===== config.mk =====
export PLATFORM = sky130hd
export DESIGN_NAME = ftc_link_arb
export DESIGN_NICKNAME = d
export VERILOG_FILES = /design/src/rtl/ftc_link_arb.sv
export SDC_FILE = /design/constraint.sdc
export NUM_CORES = 1
export LEC_CHECK = 0
export ABC_AREA = 1
export BUFFER_PORTS_ARGS = -buffer_cell sky130_fd_sc_hd__buf_2
export CELL_PAD_IN_SITES_DETAIL_PLACEMENT = 0
export CELL_PAD_IN_SITES_GLOBAL_PLACEMENT = 1
export CORE_UTILIZATION = 30
export DETAILED_ROUTE_END_ITERATION = 6
export PLACE_DENSITY_LB_ADDON = 0.1
export SLEW_MARGIN = 0
export SYNTH_ARGS = -nofsm -noshare
export SYNTH_HDL_FRONTEND = slang
export SYNTH_SLANG_ARGS = --single-unit
export TNS_END_PERCENT = 30

===== constraint.sdc =====
create_clock -name clk -period 3.2 [get_ports clk]
set_input_delay 0.16 -clock clk [delete_from_list [all_inputs] [get_ports clk]]
set_output_delay 0.16 -clock clk [all_outputs]
set_load 0.02 [all_outputs]

===== src/rtl/ftc_link_arb.sv =====
// ftc_link_arb - round-robin arbiter/sequencer feeding one FTC-coded link.
//
// Picks one of NREQ requesters, forwards its DW-bit words as bursts of at most
// MAX_BURST beats, inserts GAP_CYCLES idle cycles between bursts and gates
// every beat on a credit held against the receive-side decoder buffer.
//
// Ports:
//   clk         rising-edge clock
//   rst         synchronous active-high reset
//   req_valid   per-requester word valid
//   req_data    requester i word at [i*DW +: DW]
//   req_last    current word ends the requester's packet
//   req_ready   one-hot or zero; word accepted when valid & ready
//   enc_data    registered word to the encoder
//   enc_valid   enc_data carries a new word this cycle (one cycle per word)
//   enc_src     index of the requester that sourced enc_data (holds)
//   credit_ret  one word drained from the receive buffer
//   credits     current credit count
//   busy        FSM not idle
//
// Build option: define FTC_IDLE_HOLD_EN to keep enc_data at the last
// transmitted word while enc_valid is low; otherwise it reads 0 when idle.

module ftc_link_arb #(
  parameter int unsigned NREQ       = 4,
  parameter int unsigned DW         = 32,
  parameter int unsigned MAX_BURST  = 4,
  parameter int unsigned GAP_CYCLES = 1,
  parameter int unsigned CREDITS    = 8
) (
  input  logic                 clk,
  input  logic                 rst,
  input  logic [NREQ-1:0]      req_valid,
  input  logic [NREQ*DW-1:0]   req_data,
  input  logic [NREQ-1:0]      req_last,
  output logic [NREQ-1:0]      req_ready,
  output logic [DW-1:0]        enc_data,
  output logic                 enc_valid,
  output logic [2:0]           enc_src,
  input  logic                 credit_ret,
  output logic [3:0]           credits,
  output logic                 busy
);

  localparam logic [3:0] CreditsMax = 4'(CREDITS);
  localparam logic [3:0] BurstMax   = 4'(MAX_BURST);
  localparam logic [3:0] NreqW      = 4'(NREQ);
  localparam logic [2:0] LastIdx    = 3'(NREQ - 1);
  localparam logic [2:0] GapLast    = (GAP_CYCLES == 0) ? 3'd0 : 3'(GAP_CYCLES - 1);
  localparam bit         HasGap     = (GAP_CYCLES != 0);

  typedef enum logic [1:0] {StIdle, StXfer, StGap} state_e;

  state_e        state_q, state_d;
  logic [2:0]    grant_q, grant_d;
  logic [2:0]    rr_q, rr_d;
  logic [3:0]    beat_q, beat_d;
  logic [2:0]    gap_q, gap_d;
  logic [3:0]    credits_q, credits_d;
  logic [DW-1:0] enc_data_q, enc_data_d;
  logic          enc_valid_q, enc_valid_d;
  logic [2:0]    enc_src_q, enc_src_d;

  // Zero-extended to 8 so a 3-bit index is always in range.
  logic [7:0]    valid_ext, last_ext;
  logic [DW-1:0] sel_data;
  logic [2:0]    pick;
  logic          pick_found;
  logic [3:0]    cand;
  logic          hs;
  logic          burst_end;
  logic          ret_ok;

  assign valid_ext = 8'(req_valid);
  assign last_ext  = 8'(req_last);

  // Word of the granted requester.
  always_comb begin
    sel_data = '0;
    for (int unsigned i = 0; i < NREQ; i++) begin
      if (grant_q == 3'(i)) sel_data = req_data[i*DW +: DW];
    end
  end

  // First valid requester searching upward from the rr pointer, with wrap.
  always_comb begin
    pick       = rr_q;
    pick_found = 1'b0;
    cand       = '0;
    for (int unsigned i = 0; i < NREQ; i++) begin
      cand = {1'b0, rr_q} + 4'(i);
      if (cand >= NreqW) cand = cand - NreqW;
      if (!pick_found && valid_ext[cand[2:0]]) begin
        pick       = cand[2:0];
        pick_found = 1'b1;
      end
    end
  end

  assign hs        = (state_q == StXfer) && (credits_q != 4'd0) && valid_ext[grant_q];
  assign burst_end = hs && (last_ext[grant_q] || ((beat_q + 4'd1) == BurstMax));
  // A return while already full is spurious: the buffer is empty.
  assign ret_ok    = credit_ret && (credits_q != CreditsMax);

  // State register.
  always_ff @(posedge clk) begin
    if (rst) begin
      state_q     <= StIdle;
      grant_q     <= '0;
      rr_q        <= '0;
      beat_q      <= '0;
      gap_q       <= '0;
      credits_q   <= CreditsMax;
      enc_data_q  <= '0;
      enc_valid_q <= 1'b0;
      enc_src_q   <= '0;
    end else begin
      state_q     <= state_d;
      grant_q     <= grant_d;
      rr_q        <= rr_d;
      beat_q      <= beat_d;
      gap_q       <= gap_d;
      credits_q   <= credits_d;
      enc_data_q  <= enc_data_d;
      enc_valid_q <= enc_valid_d;
      enc_src_q   <= enc_src_d;
    end
  end

  // Next-state logic.
  always_comb begin
    state_d = state_q;
    grant_d = grant_q;
    rr_d    = rr_q;
    beat_d  = beat_q;
    gap_d   = gap_q;
    case (state_q)
      StIdle: begin
        if (pick_found) begin
          grant_d = pick;
          beat_d  = '0;
          state_d = StXfer;
        end
      end
      StXfer: begin
        // Stalls on missing valid or zero credits simply hold the grant.
        if (hs) begin
          beat_d = beat_q + 4'd1;
          if (burst_end) begin
            rr_d    = (grant_q == LastIdx) ? 3'd0 : grant_q + 3'd1;
            beat_d  = '0;
            gap_d   = '0;
            state_d = HasGap ? StGap : StIdle;
          end
        end
      end
      StGap: begin
        if (gap_q == GapLast) begin
          state_d = StIdle;
        end else begin
          gap_d = gap_q + 3'd1;
        end
      end
      default: state_d = StIdle;
    endcase
  end

  // Datapath next-state: credits and the registered encoder word.
  always_comb begin
    credits_d   = credits_q - {3'b000, hs} + {3'b000, ret_ok};
    enc_valid_d = hs;
    enc_src_d   = hs ? grant_q : enc_src_q;
`ifdef FTC_IDLE_HOLD_EN
    enc_data_d  = hs ? sel_data : enc_data_q;
`else
    enc_data_d  = hs ? sel_data : '0;
`endif
  end

  // Outputs.
  always_comb begin
    req_ready = '0;
    for (int unsigned i = 0; i < NREQ; i++) begin
      req_ready[i] = (state_q == StXfer) && (grant_q == 3'(i)) && (credits_q != 4'd0);
    end
    busy      = (state_q != StIdle);
    credits   = credits_q;
    enc_data  = enc_data_q;
    enc_valid = enc_valid_q;
    enc_src   = enc_src_q;
  end

endmodule

==> flow_summary.yaml <==
cts:
  post_cts_buffers: 0
  tritoncts.num_buffers: 5
  root_buffer: "clkbuf_8"
  postCtsHoldBufs: 0
  htreeDepth: 2
  cts_tree: "built"
  cts.sinks: 55
  clk_latency_ps: 310
  cts_resized: 0
  clk_pin_slew_ps: 110
  cts_buffer_depth: 2
hold_path:
  hold_start: "req_data[105]"
  holdPathEnd: "enc_data[9]"
  hold_path_class: "primary input to flip-flop"
  min_path_cells: 3
global_routing:
  gr-usage-all-layers: 0.209
  grt_pass1_vias: 3737
  antenna_found_initial: 0
  grt-ovfl-total: 0
  grt_max_degree: 65
  grt_pass1_wl_um: 18700
placed_design:
  gp_congestion: 0.806
  dpl.hpwl_um: 8440
  portBuffers: 183
  place_area_mm2: 0.00427
  dp_cells: 761
layout:
  diodes: 0
  stdcell_count: 768
  layout_commonest_cell: "buf_2"
  fin_nets: 788
  fillerInstances: 1156
  layout-drive-gt1-share: 0.337
  area_growth_pct: 34.9
  finalInstanceArea_mm2: 0.00437
  layout_common_cells: "buf_2 (183), nand3_1 (115), nand2_1 (72)"
route:
  drc: 0
  wl_per_cell_um: 15.7
  drt_wl_total_um: 12000
  dr.pass1.iters: 4
  viasPerCell: 5.03
  ant_nets: 0
  routed-via-count: 3866
  drtIter0Drc: 281
floorplanning:
  rows: 37
  dieArea_mm2: 0.0112
  boundaryPins: 184
  floorplan.initialDensity: 0.311
  die_w_um: 106
  fp.dieH_um: 106
  coreArea_mm2: 0.0104
critical_path:
  worstSetupPathType: "flip-flop to flip-flop"
  path_cells: "inv_1 -> nor2_1 -> o21ai_1 -> a21oi_4 -> ha_1 -> inv_1 -> ha_1 -> a21o_1 -> a21oi_1 -> xor2_1 -> or2_2"
  critPathArrivalTime_ps: 2640
  r2r-end: "credits[3]"
  worstReg2RegStart: "grant_q[1]"
  critPathCaptureType: "flip-flop"
  cp_max_fo: 9
  cp.required_ps: 3410
  reg2reg_depth: 11
  crit_path_max_incr_delay_ps: 460
  reg2reg_slack_ps: 770
  critPathSlowestCell: "dfxtp_1"
  start_kind: "flip-flop"
  critPathLaunch: "grant_q[1]"
pwr:
  leakagePower_nw: 2.16
  powerDensity_mw_per_mm2: 883
  swShare: 0.485
  switchingPower_w: 0.00187
  p_int_w: 0.00199
  power.total_w: 0.00386
  pwr-share-seq: 0.248
  comb_power_share: 0.630
  power_frac_clock: 0.121
  ir_worst_vdd_uv: 363
sta:
  rsz0062_at_grt: "no"
  skew_ps: 10.8
  maxSlewViolCount: 0
  period_share: 0.758
  min_period_ps: 2430
  setup_tns_ps: 0
  relSlewSlack: 0.249
  setup_viol: 0
  max_freq_ghz: 0.412
  tightest_slew_ps: 1130
  finalHoldViolations: 0
yosys:
  netlist_area_mm2: 0.00324
  synth_edf_count: 0
  synth_area_per_cell_um2: 6.94
  ys_seq_area_frac: 0.340
  synth_nets: 623
  ys_types: 30
  netlist_top_cells_area: "dfxtp_1 (34%), nand3_1 (18%), nand2_1 (8.5%)"
  synthDominantCellAreaShare: 0.340
  yosysWarnings: 0
  synthCells: 467
  synth_ff_type: "dfxtp_1"
  synth_largest_area_cell: "dfxtp_1"
  async_flop_share: 0
  ys_ff_latch: 55
flow_run:
  cap_violations: 0
outcome:
  status: "completed"
cell usage after synthesis (all sizes together), types with 2 or more instances:
| library cell | n |
|---|---|
| clkbuf | 27 |
| xnor2 | 2 |
| ha | 16 |
| a21oi | 44 |
| nand4 | 4 |
| dfxtp | 55 |
| nand2 | 78 |
| buf | 4 |
| a211oi | 2 |
| o211ai | 30 |
| clkinv | 2 |
| nand3 | 115 |
| xor2 | 2 |
| inv | 32 |
| o21a | 4 |
| nor2 | 30 |
| o21ai | 13 |
| nor3 | 2 |
how the worst max path moves through the flow:
stage                       to
global route        credits[3]
global placement    credits[3]
CTS                 credits[3]
floorplan           credits[3]
finish              credits[3]
detailed placement  credits[3]
routing by layer:
metal	routed length (um)	share of wire	up-vias	track usage
li1	-	-	1943	-
met1	5340	0.44	1769	0.262
met2	5770	0.48	143	0.376
met3	768	0.064	11	0.0337
met4	157	0.013	0	0.0456
met5	0	0	-	0
power by group through the flow:
| stage | sequential, W | combinational [W] | clock, W |
|---|---|---|---|
| 3_3_place_gp | 0.000965 | 0.00244 | 0 |
| 4_1_cts | 0.000961 | 0.00245 | 0.000493 |
| 3_5_place_dp | 0.000976 | 0.00245 | 0 |
| 6_report | 0.000959 | 0.00243 | 0.000468 |
| 5_1_grt | 0.000982 | 0.00276 | 0.000516 |
| 2_1_floorplan | 0.00108 | 0.00165 | 0 |
logic make-up (layout without fill, tap and decap cells):
kind of cell / after synthesis / in the layout / synth area share
adder cells (fa/ha/maj): 17 / 17 / 0.0680
AO/OA/AOI/OAI: 96 / 96 / 0.183
XOR/XNOR: 4 / 4 / 0.0108
buffers and inverters: 65 / 230 / 0.0776
AND/OR/NAND/NOR: 230 / 230 / 0.321
flip-flops: 55 / 55 / 0.340
area by class of cell:
| cell class | count | area [um^2] | area share |
|---|---|---|---|
| clock buffer | 5 | 68.8 | 0.0157 |
| clock inverter | 2 | 37.5 | 0.00859 |
| inverter | 34 | 128 | 0.0292 |
| multi-input combinational | 347 | 1890 | 0.433 |
| sequential | 55 | 1100 | 0.252 |
| tap | 136 | 170 | 0.0389 |
| timing repair buffer | 189 | 973 | 0.223 |
sequential cells by signal (all words and copies together), names as in the netlist:
name	flops
beat_q	4
enc_data	32
rr_q	3
grant_q	3
gap_q	3
enc_src	3
state_q	2
credits	4
enc_valid	1
worst max-delay path, delay by kind of cell (launching register included):
kind | cells | cell delay (ps)
compound gates | 4 | 720
flops | 1 | 460
buf+inv | 2 | 210
fa+ha+maj | 2 | 460
simple gates | 2 | 400
xor+xnor | 1 | 80
through the flow:
stage | hold slack (ps) | util | setup slack [ps]
floorplan | 238 | - | 772
global placement | 414 | 0.409 | 784
CTS | 66.6 | 0.420 | 754
finish | 82.8 | 0.420 | 774
global route | 65.8 | 0.420 | 618
detailed placement | 418 | 0.409 | 762
No activity file was read; power rests on OpenSTA's default activity.
